File: src/rtl/bsg_cover_pkg.sv
// bsg_cover_pkg: shared types for the coverage-stream arbiter
// Holds the arbiter FSM state encoding and the default header layout.
package bsg_cover_pkg;
  localparam int id_width_c  = 8;
  localparam int els_width_c = 8;
  localparam int len_width_c = 8;
  // Header beat layout: id in the MSBs, then element count, then beats-per-entry.
  typedef struct packed {
    logic [id_width_c-1:0]  id;
    logic [els_width_c-1:0] els;
    logic [len_width_c-1:0] len;
  } bsg_cover_hdr_s;
  typedef enum logic [1:0] {st_idle, st_hdr, st_data, st_term} state_e;
endpackage

File: src/rtl/bsg_cover_arbiter_if.sv
// bsg_cover_arbiter_if: cover-side and downstream signals of the coverage arbiter
// master = arbiter side, slave = covers plus downstream consumer.
interface bsg_cover_arbiter_if #(
  parameter int num_cover_p = 4,
  parameter int out_width_p = 32,
  parameter int id_width_p  = 8,
  parameter int els_width_p = 8,
  parameter int len_width_p = 8
);
  logic                               drain_req_i;
  logic [num_cover_p-1:0]             drain_o;
  logic [num_cover_p-1:0]             gate_i;
  logic                               gate_o;
  logic                               drain_done_o;
  logic [num_cover_p-1:0]             id_v_i;
  logic [num_cover_p*id_width_p-1:0]  id_i;
  logic [num_cover_p*els_width_p-1:0] els_i;
  logic [num_cover_p*len_width_p-1:0] len_i;
  logic [num_cover_p-1:0]             v_i;
  logic [num_cover_p-1:0]             last_i;
  logic [num_cover_p*out_width_p-1:0] data_i;
  logic [num_cover_p-1:0]             ready_o;
  logic                               v_o;
  logic [out_width_p-1:0]             data_o;
  logic                               last_o;
  logic                               ready_i;
  logic                               busy_o;
  modport master (
    input  drain_req_i, gate_i, id_v_i, id_i, els_i, len_i, v_i, last_i, data_i, ready_i,
    output drain_o, gate_o, drain_done_o, ready_o, v_o, data_o, last_o, busy_o
  );
  modport slave (
    output drain_req_i, gate_i, id_v_i, id_i, els_i, len_i, v_i, last_i, data_i, ready_i,
    input  drain_o, gate_o, drain_done_o, ready_o, v_o, data_o, last_o, busy_o
  );
endinterface

File: src/rtl/bsg_arb_round_robin.sv
// bsg_arb_round_robin: round-robin picker; search starts at the index after the last accepted grant
// Ports: clk, rst, req (requests), yumi (grant accepted), v (any request), grant (index).
module bsg_arb_round_robin #(
  parameter int width_p = 4,
  localparam int lg_lp = width_p > 1 ? $clog2(width_p) : 1
) (
  input  logic               clk,
  input  logic               rst,
  input  logic [width_p-1:0] req,
  input  logic               yumi,
  output logic               v,
  output logic [lg_lp-1:0]   grant
);
  logic [lg_lp-1:0] ptr_r;
  assign v = |req;
  // Walk downward so the closest request to ptr_r is assigned last and wins.
  always_comb begin
    grant = '0;
    for (int k = width_p - 1; k >= 0; k--)
      if (req[(int'(ptr_r) + k) % width_p]) grant = lg_lp'((int'(ptr_r) + k) % width_p);
  end
  always_ff @(posedge clk)
    if (rst) ptr_r <= '0;
    else if (yumi) ptr_r <= lg_lp'((int'(grant) + 1) % width_p);
endmodule

File: src/rtl/bsg_cover_arbiter.sv
// bsg_cover_arbiter: shares one downstream coverage stream among num_cover_p covers
// Ports: clk_i/reset_i (sync, active-high); bus.master carries drain/gate control,
// per-cover header and data streams, and the downstream valid/ready stream.
module bsg_cover_arbiter
  import bsg_cover_pkg::*;
#(
  parameter int num_cover_p = 4,
  parameter int out_width_p = 32,
  parameter int id_width_p  = 8,
  parameter int els_width_p = 8,
  parameter int len_width_p = 8
) (
  input logic                 clk_i,
  input logic                 reset_i,
  bsg_cover_arbiter_if.master bus
);
  localparam int lg_lp  = num_cover_p > 1 ? $clog2(num_cover_p) : 1;
  localparam int hdr_lp = id_width_p + els_width_p + len_width_p;
  localparam logic [1:0] IDLE = st_idle;
  localparam logic [1:0] HDR  = st_hdr;
  localparam logic [1:0] DATA = st_data;
  localparam logic [1:0] TERM = st_term;
  logic [1:0]             state_r, state_n;
  logic [lg_lp-1:0]       g_r, rr_grant;
  logic                   rr_v, yumi, done;
  logic [num_cover_p-1:0] pending_r, g_onehot;
  logic                   drain_active_r;
  logic [hdr_lp-1:0]      hdr;
  logic                   in_hdr, in_data, in_term;
  bsg_arb_round_robin #(.width_p(num_cover_p)) rr (
    .clk(clk_i), .rst(reset_i), .req(bus.id_v_i), .yumi(yumi), .v(rr_v), .grant(rr_grant)
  );
  assign yumi     = state_r == IDLE && rr_v;
  assign in_hdr   = state_r == HDR;
  assign in_data  = state_r == DATA;
  assign in_term  = state_r == TERM;
  assign g_onehot = num_cover_p'(1) << g_r;
  assign hdr = {bus.id_i[g_r*id_width_p +: id_width_p],
                bus.els_i[g_r*els_width_p +: els_width_p],
                bus.len_i[g_r*len_width_p +: len_width_p]};
  assign bus.v_o     = in_hdr ? bus.id_v_i[g_r] : in_data ? bus.v_i[g_r] : in_term;
  assign bus.data_o  = in_hdr ? out_width_p'(hdr) : in_data ? bus.data_i[g_r*out_width_p +: out_width_p] : '0;
  assign bus.last_o  = in_data ? bus.last_i[g_r] : in_term;
  assign bus.ready_o = (in_hdr || in_data) && bus.ready_i ? g_onehot : '0;
  assign bus.busy_o  = state_r != IDLE;
  assign bus.drain_o = pending_r & ~bus.gate_i;
  assign bus.gate_o  = |bus.gate_i | drain_active_r;
  // Drain completes only once every cover has been served and is back in fill.
  assign done = drain_active_r && pending_r == '0 && bus.gate_i == '0 && state_r == IDLE;
  assign bus.drain_done_o = done;
  // Last beat outranks the cover dropping its gate in the same cycle.
  always_comb begin
    state_n = state_r;
    case (state_r)
      IDLE: state_n = rr_v ? HDR : IDLE;
      HDR:  state_n = bus.id_v_i[g_r] && bus.ready_i ? DATA : HDR;
      DATA: state_n = bus.v_i[g_r] && bus.last_i[g_r] && bus.ready_i ? IDLE : !bus.gate_i[g_r] ? TERM : DATA;
      default: state_n = bus.ready_i ? IDLE : TERM;
    endcase
  end
  always_ff @(posedge clk_i)
    if (reset_i) begin
      state_r        <= IDLE;
      g_r            <= '0;
      pending_r      <= '0;
      drain_active_r <= 1'b0;
    end else begin
      state_r <= state_n;
      if (yumi) g_r <= rr_grant;
      if (!drain_active_r) begin
        if (bus.drain_req_i) begin
          drain_active_r <= 1'b1;
          pending_r      <= '1;
        end
      end else begin
        pending_r <= pending_r & ~bus.gate_i;
        if (done) drain_active_r <= 1'b0;
      end
    end
endmodule

File: src/flat_wrapper.sv
// flat-port wrapper written by rule: the top's interface ports become plain ports
module bsg_cover_arbiter_flat import bsg_cover_pkg::*;
#(
  parameter int num_cover_p = 4,
  parameter int out_width_p = 32,
  parameter int id_width_p  = 8,
  parameter int els_width_p = 8,
  parameter int len_width_p = 8
)
  (clk_i, reset_i, bus_drain_req_i, bus_gate_i, bus_id_v_i, bus_id_i, bus_els_i, bus_len_i, bus_v_i, bus_last_i, bus_data_i, bus_ready_i, bus_drain_o, bus_gate_o, bus_drain_done_o, bus_ready_o, bus_v_o, bus_data_o, bus_last_o, bus_busy_o);
  bsg_cover_arbiter_if #(.num_cover_p(num_cover_p), .out_width_p(out_width_p), .id_width_p(id_width_p), .els_width_p(els_width_p), .len_width_p(len_width_p)) bus_i ();
  input logic clk_i;
  input logic reset_i;
  input wire logic [$bits(bus_i.drain_req_i)-1:0] bus_drain_req_i;
  input wire logic [$bits(bus_i.gate_i)-1:0] bus_gate_i;
  input wire logic [$bits(bus_i.id_v_i)-1:0] bus_id_v_i;
  input wire logic [$bits(bus_i.id_i)-1:0] bus_id_i;
  input wire logic [$bits(bus_i.els_i)-1:0] bus_els_i;
  input wire logic [$bits(bus_i.len_i)-1:0] bus_len_i;
  input wire logic [$bits(bus_i.v_i)-1:0] bus_v_i;
  input wire logic [$bits(bus_i.last_i)-1:0] bus_last_i;
  input wire logic [$bits(bus_i.data_i)-1:0] bus_data_i;
  input wire logic [$bits(bus_i.ready_i)-1:0] bus_ready_i;
  output wire logic [$bits(bus_i.drain_o)-1:0] bus_drain_o;
  output wire logic [$bits(bus_i.gate_o)-1:0] bus_gate_o;
  output wire logic [$bits(bus_i.drain_done_o)-1:0] bus_drain_done_o;
  output wire logic [$bits(bus_i.ready_o)-1:0] bus_ready_o;
  output wire logic [$bits(bus_i.v_o)-1:0] bus_v_o;
  output wire logic [$bits(bus_i.data_o)-1:0] bus_data_o;
  output wire logic [$bits(bus_i.last_o)-1:0] bus_last_o;
  output wire logic [$bits(bus_i.busy_o)-1:0] bus_busy_o;
  assign bus_i.drain_req_i = bus_drain_req_i;
  assign bus_i.gate_i = bus_gate_i;
  assign bus_i.id_v_i = bus_id_v_i;
  assign bus_i.id_i = bus_id_i;
  assign bus_i.els_i = bus_els_i;
  assign bus_i.len_i = bus_len_i;
  assign bus_i.v_i = bus_v_i;
  assign bus_i.last_i = bus_last_i;
  assign bus_i.data_i = bus_data_i;
  assign bus_i.ready_i = bus_ready_i;
  assign bus_drain_o = bus_i.drain_o;
  assign bus_gate_o = bus_i.gate_o;
  assign bus_drain_done_o = bus_i.drain_done_o;
  assign bus_ready_o = bus_i.ready_o;
  assign bus_v_o = bus_i.v_o;
  assign bus_data_o = bus_i.data_o;
  assign bus_last_o = bus_i.last_o;
  assign bus_busy_o = bus_i.busy_o;
  bsg_cover_arbiter #(.num_cover_p(num_cover_p), .out_width_p(out_width_p), .id_width_p(id_width_p), .els_width_p(els_width_p), .len_width_p(len_width_p)) u_core (.clk_i(clk_i), .reset_i(reset_i), .bus(bus_i));
endmodule
File: config.mk
export PLATFORM = sky130hd
export DESIGN_NAME = bsg_cover_arbiter_flat
export DESIGN_NICKNAME = d
export VERILOG_FILES = /design/src/rtl/bsg_cover_pkg.sv /design/src/rtl/bsg_cover_arbiter_if.sv /design/src/rtl/bsg_arb_round_robin.sv /design/src/rtl/bsg_cover_arbiter.sv /design/src/flat_wrapper.sv
export SDC_FILE = /design/constraint.sdc
export NUM_CORES = 1
export LEC_CHECK = 0
export ABC_CLOCK_PERIOD_IN_PS = 3600
export BUFFER_PORTS_ARGS = -buffer_cell sky130_fd_sc_hd__buf_2
export CORE_AREA = 5 5 108 110
export DETAILED_ROUTE_END_ITERATION = 10
export DIE_AREA = 0 0 113 115
export PLACE_DENSITY = 0.67
export SLEW_MARGIN = 20
export SYNTH_ARGS = -nofsm -noshare
export SYNTH_HDL_FRONTEND = slang
export SYNTH_HIERARCHICAL = 1
export SYNTH_SLANG_ARGS = --single-unit
File: constraint.sdc
create_clock -name clk_i -period 3.6 [get_ports clk_i]
set_input_delay 0.36 -clock clk_i [delete_from_list [all_inputs] [get_ports clk_i]]
set_output_delay 0.36 -clock clk_i [all_outputs]
set_load 0.1 [all_outputs]
=== After elaboration in Yosys (flattened, before gate mapping) ===
Cells that the tools add are included.

* Bits in registers: 11
* Output and inout bits: 45
* Input port bits: 244

* Shift operators: 5
* Reductions and logical operators: 19
* Eq/ne operators: 3
* Multiplexer cells: 40
* $lt $le $gt $ge: 5
* Bitwise gates (word level): 6
* $add $sub $neg: 4

{| class="wikitable"
|+ Operators with widths
! kind !! number
|-
| variable part select 128 x 8 -> 32 bit || 1
|-
| variable part select 32 x 6 -> 8 bit || 3
|-
| 2-to-1 mux 32 bit || 2
|-
| 2-to-1 mux 1 bit || 19
|-
| binary-select mux 1 bit (select 2 bit) || 8
|-
| 2-to-1 mux 2 bit || 7
|-
| less-than comparator 3 x 4 -> 1 bit (second input constant) || 3
|-
| 2-to-1 mux 4 bit || 3
|-
| logical AND 1 bit || 8
|-
| logical NOT 4 bit || 2
|-
| OR reduction 4 bit || 2
|-
| less-than comparator 2 x 3 -> 1 bit (second input constant) || 2
|-
| one-hot mux 2 bit (3 select lines) || 1
|-
| OR reduction 2 bit || 3
|-
| adder 2 x 1 -> 2 bit (second input constant) || 2
|-
| adder 2 bit (second input constant) || 2
|-
| AND 4 bit || 1
|-
| == test 2 bit (second input constant) || 2
|-
| NOT 4 bit || 1
|-
| nonzero test 2 bit || 2
|-
| << shifter 1 x 2 -> 4 bit (first input constant) || 1
|-
| AND 1 bit (first input constant) || 3
|-
| == test 2 x 1 -> 1 bit (second input constant) || 1
|-
| logical NOT 2 bit || 1
|-
| 2 further kinds || 2
|}

=== Depth between registers and ports, before layout ===
Gate-level depths: netlist of the first run.

* Depth in word-level cells: 11
* Mapped depth: 6
* Gate-level depth less buffers: 6

=== Modules after synthesis ===
The synthesis of the first run kept the hierarchy.

{| class="wikitable"
|+ By module, submodules not included
! module !! instances !! area each (sq um) !! sequential area each (sq um) !! cells each
|-
| bsg_cover_arbiter || 1 || 2227.1 || 180.2 || 180
|-
| bsg_arb_round_robin || 1 || 165.2 || 40.0 || 22
|}

=== Least setup slack after synthesis of the first run ===
OpenSTA, ideal clock, no wires.

* Path type: reg2out
* Start: register u_core.state_r[1]
* End: output port bus_v_o
* Path buffers: 2
* Stages on the path, launching flop included: 6
* Arrival: 3.096 ns
* Data required time: 3.240 ns
* Slack: 0.144 ns
* Path through: dfxtp_1 inv_1 ha_1 clkbuf_1 clkbuf_1 o21ai_0

* Longest elaborated chain between the ends: 3

{| class="wikitable"
|+ Ends and longest elaborated chain
! what !! RTL line !! text
|-
| from (decl) || bsg_cover_arbiter.sv:23 || <nowiki>logic [1:0] state_r, state_n;</nowiki>
|-
| from (signal assigned) || bsg_cover_arbiter.sv:68 || <nowiki>state_r <= state_n;</nowiki>
|-
| == test 2 bit (on tied branches) || bsg_cover_arbiter.sv:36, bsg_cover_arbiter.sv:35 ||
|-
| 2-to-1 mux 1 bit || bsg_cover_arbiter.sv:41 || <nowiki>assign bus.v_o = in_hdr ? bus.id_v_i[g_r] : in_data ? bus.v_i[g_r] : in_term;</nowiki>
|-
| 2-to-1 mux 1 bit (*) || bsg_cover_arbiter.sv:41 ||
|-
| to (decl) || flat_wrapper.sv:28 || <nowiki>output wire logic [$bits(bus_i.v_o)-1:0] bus_v_o;</nowiki>
|}

Mark *: on every way between the ends. The rest lies on a longest branch, timed or not.

=== Worst setup path in the final report of the first run ===
* Start: register u_core.g_r[0]
* End: output port bus_data_o[17]

* Longest elaborated chain between the ends: 3

{| class="wikitable"
|+ Ends and longest elaborated chain
! what !! RTL line !! text
|-
| from (decl) || bsg_cover_arbiter.sv:24 || <nowiki>logic [lg_lp-1:0] g_r, rr_grant;</nowiki>
|-
| from (signal assigned) || bsg_cover_arbiter.sv:69 || <nowiki>if (yumi) g_r <= rr_grant;</nowiki>
|-
| variable part select 128 x 8 -> 32 bit || bsg_cover_arbiter.sv:42 || <nowiki>assign bus.data_o = in_hdr ? out_width_p'(hdr) : in_data ? bus.data_i[g_r*out_width_p +: out_width_p] : '0;</nowiki>
|-
| 2-to-1 mux 32 bit || bsg_cover_arbiter.sv:42 ||
|-
| 2-to-1 mux 32 bit (*) || bsg_cover_arbiter.sv:42 ||
|-
| to (decl) || flat_wrapper.sv:29 || <nowiki>output wire logic [$bits(bus_i.data_o)-1:0] bus_data_o;</nowiki>
|}

Marks and branches as above.

==> results of run 1 <==
path summary, 6_finish.rpt:
path | start | to | depth (start not counted)
max | u_core/g_r[0] | bus_data_o[17] | 4
min | bus_drain_req_i | u_core/drain_active_r | 3
max reg2reg | u_core/g_r[0] | u_core/state_r[0] | 3
min reg2reg | u_core/rr/ptr_r[0] | u_core/rr/ptr_r[0] | 2
through the flow:
| stage | power (mW) | area [µm²] | worst slack (ns) | hold WS, ns | instances |
|---|---|---|---|---|---|
| finish | 1.51 | 4020 | 0.755 | 0.392 | 619 |
| global route | 1.58 | 4020 | 0.584 | 0.421 | 619 |
| CTS | 1.51 | 4020 | 0.719 | 0.389 | 619 |
| detailed placement | 1.39 | 3970 | 0.973 | 0.514 | 615 |
| global placement | 1.36 | 3970 | 0.999 | 0.498 | 615 |
| floorplan | 1.11 | 2390 | 0.144 | 0.425 | 202 |
placed cells by master (no fill, tap or decap), types with 2 or more instances in the layout:
cell,netlist,routed
nand2b_1,2,2
buf_2,4,288
nand3_1,2,2
nor3_1,3,3
o21ai_0,2,2
nor2_1,11,10
a21oi_1,10,10
dfxtp_1,11,9
inv_1,10,10
clkbuf_8,0,3
nand2_1,11,11
nor2b_1,5,5
and2_1,8,8
a22o_1,24,24
buf_4,3,5
mux4_2,60,60
ha_1,4,4
nor4_1,2,2
routing by layer:
metal | GRT usage (%) | up-vias
met2 | 31.0 | 214
met1 | 20.4 | 1541
met3 | 3.11 | 21
li1 | - | 1409
met4 | 3.37 | 0
met5 | 0 | -
flip-flops by register name, indices dropped and copies added, names as in the netlist:
register / cells
u_core/g_r: 2
u_core/drain_active_r: 1
u_core/state_r: 2
u_core/pending_r: 4
u_core/rr/ptr_r: 2
cells by family after synthesis:
| kind of cell | count (synthesis) | synth area share, % |
|---|---|---|
| flops | 11 | 9.20 |
| compound gates | 46 | 15.4 |
| buf+inv | 32 | 6.01 |
| mux | 62 | 57.4 |
| xor+xnor | 1 | 0.366 |
| fa+ha+maj | 4 | 2.09 |
| simple gates | 46 | 9.57 |
tightest hold or removal path: cells and delay by family:
family / cells / cell delay (ns)
AND/OR/NAND/NOR: 2 / 0.13
buffers and inverters: 1 / 0.10
cell type report:
type / instances / area share [%]
repair buffers: 294 / 37.3
multi-input cells: 159 / 50.6
well taps: 140 / 4.36
flip-flops and latches: 11 / 5.61
clock buffers: 4 / 1.12
inverters: 11 / 1.03
power by group:
group	switching [mW]	internal, mW	total, mW	leakage [nW]
Clock	0.0466	0.0778	0.124	0.0228
Sequential	0.0681	0.139	0.208	0.0924
Combinational	0.742	0.434	1.18	1.83
==> impl_metrics.yaml, run 1 <==
run_status:
  status: "finished clean"
placement:
  gp_congestion: 0.967
  dp_hpwl_um: 10700
  portBuffers: 288
worst_setup_path:
  critPathBufInv: 2
  worstSetupPathType: "reg -> out"
  rrSetupSlack_ns: 1.57
  cp-end-kind: "output pin"
  slowest_delay_ns: 0.84
  startpoint_type: "register"
  crit_fanout: 41
  worst_path_dominant_cell_family: "flip-flops"
  arrival_ns: 2.48
  crit_chain: "buf_12, mux4_2, a22o_1, buf_2"
  crit_required_ns: 3.24
  critPathSlowestCell: "dfxtp_4"
synth:
  synth_top_area_share_pct: 56.5
  synth_area_leader_cell: "mux4_2"
  yosysMostFrequentCell: "mux4_2"
  synth_cells: 202
  synth_area_per_cell_um2: 11.8
  yosysWarnings: 6
  synth_common_cells: "60 x mux4_2, 24 x a22o_1, 11 x dfxtp_1, 11 x nand2_1, 11 x nor2_1"
  yosys_register_bits: 11
  yosysSeqAreaShare_pct: 9.21
  syn_nets: 450
  synth.area.top_cells: "mux4_2 56%, dfxtp_1 9.2%, a22o_1 8.8%"
  synth_area_um2: 2390
  synth.distinct_cells: 36
  synth_top_flop_cell: "dfxtp_1"
  async_reset_ff_share_pct: 0
  synth_edf_count: 0
clocking:
  postCtsSetupRepairBufs: 0
  clkSinkCount: 11
  cts_tree: "done"
  postCtsHoldBufs: 0
  clkSlewWorstSetupHoldPaths_ns: 0.05
  cts_buffer_depth: 2
  ctsResizeCount: 0
  numCtsBuffers: 3
  cts_root_buffer: "clkbuf_8"
  clkLatencyLatePin_ns: 0.24
  htree_num_levels: 1
routing:
  drc: 0
  wl_met3_um: 1310
  totalWireLength_um: 12200
  drt_iter0_markers: 252
  top_layer: "met4"
  met1_length_um: 4290
  detail_route.vias_per_cell: 5.15
  vias: 3185
  wl_per_cell_um: 19.8
  wl_met2_um: 6450
  ant_nets: 0
  drtPass1Iterations: 4
final_layout:
  diodes: 0
  register_area_um2: 225
  multiInputGateArea_um2: 2030
  fillers: 1089
  fin_nets: 728
  fin_util_pct: 37.9
  final_layout_size_suffix_gt1_share_pct: 76.0
  area_growth_pct: 67.9
global_route:
  gr-total-overflow: 0
  grt_pass1_wl_um: 17600
  grt_antenna_before_repair: 0
  grt_usage_pct: 16.8
  grt_max_degree: 42
  grt_pass1_vias: 3303
timing:
  fmax_ghz: 0.352
  finalCritPeriodShare_pct: 79.0
  finalMaxSlewViolations: 0
  rsz0062_at_grt: "no"
  fin_skew_ns: 0.00306
  slew_headroom_pct: 49.2
  tightest_slew_ns: 0.762
  finalSetupViolCount: 0
  hold_viol_final: 0
  finalSetupTns_ns: 0
  finalCriticalPeriod_ns: 2.84
power_and_ir_drop:
  power_density_nw_per_um2: 375
  leakage_nw: 1.95
  max-vdd-ir-drop_v: 0.000262
floorplan:
  core.rowCount: 38
  fp.dieH_um: 115
  die_area_um2: 13000
  ios: 289
  core_area_um2: 10600
  die_w_um: 113
  start_util_pct: 22.6
job:
  drv_cap: 0
min_path:
  hp-class: "in -> reg"
(Power assumes the default switching activity.)
==> run 2, diff against run 1 <==
--- a/config.mk
+++ b/config.mk
@@ -5,12 +5,12 @@
 export SDC_FILE = /design/constraint.sdc
 export NUM_CORES = 1
 export LEC_CHECK = 0
-export ABC_CLOCK_PERIOD_IN_PS = 3600
+export ABC_CLOCK_PERIOD_IN_PS = 2870
 export BUFFER_PORTS_ARGS = -buffer_cell sky130_fd_sc_hd__buf_2
-export CORE_AREA = 5 5 108 110
+export CORE_AREA = 5 5 110 112
 export DETAILED_ROUTE_END_ITERATION = 10
-export DIE_AREA = 0 0 113 115
-export PLACE_DENSITY = 0.67
+export DIE_AREA = 0 0 115 117
+export PLACE_DENSITY = 0.66
 export SLEW_MARGIN = 20
 export SYNTH_ARGS = -nofsm -noshare
 export SYNTH_HDL_FRONTEND = slang
==> constraint.sdc (replaced) <==
create_clock -name clk_i -period 2.87 [get_ports clk_i]
set_input_delay 0.287 -clock clk_i [delete_from_list [all_inputs] [get_ports clk_i]]
set_output_delay 0.287 -clock clk_i [all_outputs]
set_load 0.1 [all_outputs]
==> impl_metrics.yaml, run 2 (synthesized netlist as in run 1, its figures left out) <==
placement:
  place_ws_ns: 0.486
  gp_congestion: 0.948
  dp_hpwl_um: 10700
  portBuffers: 288
  dp.cells: 618
timing:
  tightest_slew_ns: 0.750
  slew_headroom_pct: 50.0
  finalSetupTns_ns: 0
  setup_slack_ns: 0.298
  rsz0062_at_grt: "no"
  fmax_ghz: 0.389
  finalMaxSlewViolations: 0
  finalSetupViolCount: 0
  finalCriticalPeriod_ns: 2.57
  finalCritPeriodShare_pct: 89.6
  fin_skew_ns: 0.00193
  hold_viol_final: 0
worst_setup_path:
  cp-end-kind: "output pin"
  crit_fanout: 31
  rrSetupSlack_ns: 0.97
  arrival_ns: 2.29
  crit_required_ns: 2.58
  worstSetupPathType: "reg -> out"
  startpoint_type: "register"
  r2r.worst_path.cells: 3
final_layout:
  layout_common_cells: "256 x buf_2, 60 x mux4_2, 34 x buf_12, 24 x a22o_1, 11 x nand2_1"
  area_growth_pct: 90.6
  layout_commonest_cell: "buf_2"
  top_register: "u_core/pending_r"
  fillers: 1058
  multiInputGateArea_um2: 2040
  fin_nets: 728
  final_cells: 623
  final_layout_size_suffix_gt1_share_pct: 76.6
  register_area_um2: 225
  largest_register_ffs: 4
global_route:
  grt_max_degree: 33
  grt_antenna_before_repair: 1
  grt_pass1_wl_um: 17500
  grt_usage_pct: 16.4
  grt_pass1_vias: 3306
  gr-total-overflow: 0
routing:
  drtPass1Iterations: 4
  wl_met3_um: 1230
  drt_iter0_markers: 189
  ant_nets: 0
  vias: 3153
  detail_route.vias_per_cell: 5.06
  drc: 0
  met1_length_um: 4390
  totalWireLength_um: 12200
  top_layer: "met4"
  wl_per_cell_um: 19.6
  wl_met2_um: 6450
power_and_ir_drop:
  power_density_nw_per_um2: 493
  sw_frac_of_total_pct: 50.2
  p_total_mw: 2.25
  max-vdd-ir-drop_v: 0.000516
  clkPwrFrac_pct: 11.0
  pwr-share-seq_pct: 11.1
  intPower_mw: 1.12
  p_switching_mw: 1.13
  leakage_nw: 2.08
  combPwrFrac_pct: 77.9
run_status:
  status: "finished clean"
floorplan:
  core_area_um2: 11100
  die_w_um: 115
  die_area_um2: 13500
  ios: 289
  core.rowCount: 39
  start_util_pct: 21.5
  fp.dieH_um: 117
clocking:
  postCtsHoldBufs: 0
  clkSinkCount: 11
  cts_tree: "done"
  numCtsBuffers: 3
  ctsResizeCount: 0
  cts_root_buffer: "clkbuf_16"
  cts_buffer_depth: 2
  postCtsSetupRepairBufs: 0
  clkSlewWorstSetupHoldPaths_ns: 0.04
  clkLatencyLatePin_ns: 0.23
  htree_num_levels: 1
min_path:
  hp-class: "in -> reg"
  min_path_cells: 3
job:
  drv_cap: 0
## run 2: power by group through the flow
stage	clock, mW	sequential, mW	combinational, mW
final	0.248	0.250	1.75
after global routing	0.264	0.261	1.82
after CTS	0.256	0.252	1.76
after detailed placement	0	0.255	1.76
after global placement	0	0.250	1.73
after floorplan	0	0.189	1.21
## run 2: final timing paths
kind,start,endpoint
worst max-delay path,u_core/g_r[0],bus_data_o[17]
worst min-delay path,bus_drain_req_i,u_core/drain_active_r
worst max register to register,u_core/g_r[0],u_core/state_r[1]
worst min register to register,u_core/pending_r[1],u_core/pending_r[1]
## run 2: worst max-delay path, stage by stage (launching register included)
cell     delay [ns]
dfxtp_4        0.71
buf_12         0.30
mux4_2         0.55
a22o_1         0.29
buf_12         0.17
## run 2: through the flow
| stage | util, % | area (µm²) | hold WS [ns] |
|---|---|---|---|
| 2_1_floorplan | - | 2400 | 0.352 |
| 3_3_place_gp | 40.2 | 4480 | 0.500 |
| 3_5_place_dp | 40.2 | 4480 | 0.503 |
| 4_1_cts | 41.0 | 4560 | 0.335 |
| 5_1_grt | 41.0 | 4560 | 0.353 |
| 6_report | 41.0 | 4560 | 0.339 |
## run 2: final cells by class
| class | count | area share (%) |
|---|---|---|
| sequential | 11 | 4.94 |
| clock buffer | 3 | 1.65 |
| multi-input combinational | 159 | 44.7 |
| timing repair buffer | 294 | 43.7 |
| inverter | 11 | 0.905 |
| antenna | 1 | 0.0549 |
| tap | 143 | 3.92 |
| clock inverter | 1 | 0.110 |
## run 2: metal layers
layer  vias up  track usage [%]
met1      1548             20.1
li1       1408                -
met3        10             3.03
met5         -                0
met2       187             30.2
met4         0             2.90
==> run 3, diff against run 2 <==
--- a/config.mk
+++ b/config.mk
@@ -10,7 +10,7 @@
 export CORE_AREA = 5 5 110 112
 export DETAILED_ROUTE_END_ITERATION = 10
 export DIE_AREA = 0 0 115 117
-export PLACE_DENSITY = 0.66
+export PLACE_DENSITY = 0.55
 export SLEW_MARGIN = 20
 export SYNTH_ARGS = -nofsm -noshare
 export SYNTH_HDL_FRONTEND = slang
==> impl_metrics.yaml, run 3 (synthesized netlist as in run 1, its figures left out) <==
routing:
  wl_per_cell_um: 20.0
  totalWireLength_um: 12500
  detail_route.vias_per_cell: 4.92
  vias: 3070
  drc: 0
  ant_nets: 0
  drt_iter0_markers: 152
  drtPass1Iterations: 4
global_route:
  grt_usage_pct: 16.9
  grt_max_degree: 31
  grt_pass1_vias: 3232
  gr-total-overflow: 0
  grt_antenna_before_repair: 0
  grt_pass1_wl_um: 17700
worst_setup_path:
  startpoint_type: "register"
  rrSetupSlack_ns: 0.91
  worstSetupPathType: "reg -> out"
  arrival_ns: 2.21
  cp-end-kind: "output pin"
  r2r.worst_path.cells: 4
  crit_fanout: 19
  r2r_end: "u_core/state_r[1]"
  crit_required_ns: 2.58
  reg2reg_from: "u_core/g_r[0]"
floorplan:
  start_util_pct: 21.5
  fp.dieH_um: 117
  ios: 289
  die_area_um2: 13500
  core.rowCount: 39
  die_w_um: 115
  core_area_um2: 11100
clocking:
  ctsResizeCount: 0
  clkSinkCount: 11
  htree_num_levels: 1
  clkSlewWorstSetupHoldPaths_ns: 0.04
  cts_buffer_depth: 2
  cts_root_buffer: "clkbuf_16"
  cts_tree: "done"
  numCtsBuffers: 3
  clkLatencyLatePin_ns: 0.24
  postCtsHoldBufs: 0
  postCtsSetupRepairBufs: 0
timing:
  finalSetupTns_ns: 0
  rsz0062_at_grt: "no"
  fin_skew_ns: 0.000867
  fmax_ghz: 0.400
  finalMaxSlewViolations: 0
  tightest_slew_ns: 0.509
  finalCritPeriodShare_pct: 87.1
  finalSetupViolCount: 0
  slew_headroom_pct: 66.3
  hold_viol_final: 0
  finalCriticalPeriod_ns: 2.50
  holdWs_ns: 0.325
power_and_ir_drop:
  leakage_nw: 2.08
  power_density_nw_per_um2: 493
  max-vdd-ir-drop_v: 0.000463
placement:
  gp_congestion: 0.917
  dp_hpwl_um: 11000
  portBuffers: 288
  place_area_um2: 4490
final_layout:
  layout_common_cells: "256 x buf_2, 60 x mux4_2, 34 x buf_12, 24 x a22o_1, 11 x nand2_1"
  area_growth_pct: 91.1
  fillers: 1085
  final_area_um2: 4570
  multiInputGateArea_um2: 2040
  fin_nets: 730
  layout_commonest_cell: "buf_2"
  final_layout_size_suffix_gt1_share_pct: 76.5
  register_area_um2: 225
  top_register: "u_core/pending_r"
  largest_register_ffs: 4
  diodes: 0
min_path:
  min_path_cells: 3
  hold_path_end: "u_core/drain_active_r"
  holdCritStartpoint: "bus_drain_req_i"
  hp-class: "in -> reg"
job:
  drv_cap: 0
run_status:
  status: "finished clean"
run 3: stage by stage:
step                      cells  util, %  setup slack, ns  power (mW)
after detailed placement    620     40.4            0.579        2.02
final                       624     41.1            0.371        2.25
after CTS                   624     41.1            0.330        2.28
after global routing        624     41.1            0.222        2.36
after global placement      620     40.4            0.599        2.00
after floorplan             202        -            0.247        1.40
run 3: power by group:
group,internal (mW),leakage [nW],switching (mW)
Clock,0.186,0.0382,0.0660
Sequential,0.175,0.0924,0.0479
Combinational,0.763,1.95,1.02
Total,1.12,2.08,1.13
run 3: layer usage:
layer	wire [µm]	track usage (%)	share of wire, %	vias up
li1	-	-	-	1413
met1	4510	19.7	36	1487
met2	6660	31.8	53	154
met3	1160	3.80	9.3	16
met4	167	3.13	1.3	0
met5	0	0	0	-
run 3: critical path: stages, from the launching register on:
cell,delay (ns)
dfxtp_4,0.54
buf_4,0.41
mux4_2,0.55
a22o_1,0.28
buf_12,0.18
run 3: worst max path at each step:
stage | slack [ns] | endpoint | from | depth (start not counted)
finish | 0.37 | bus_data_o[12] | u_core/g_r[0] | 4
global route | 0.22 | bus_data_o[10] | u_core/g_r[0] | 4
CTS | 0.33 | bus_data_o[12] | u_core/g_r[0] | 4
detailed placement | 0.58 | bus_data_o[14] | u_core/g_r[0] | 4
global placement | 0.60 | bus_data_o[14] | u_core/g_r[0] | 4
floorplan | 0.25 | bus_v_o | u_core/state_r[1] | 5
run 3: area by class of cell:
type	count	share of cell area (%)
Multi-Input combinational cell	159	44.6
Timing Repair Buffer	296	43.9
Inverter	11	0.903
Clock buffer	4	1.72
Sequential cell	11	4.93
Tap cell	143	3.91
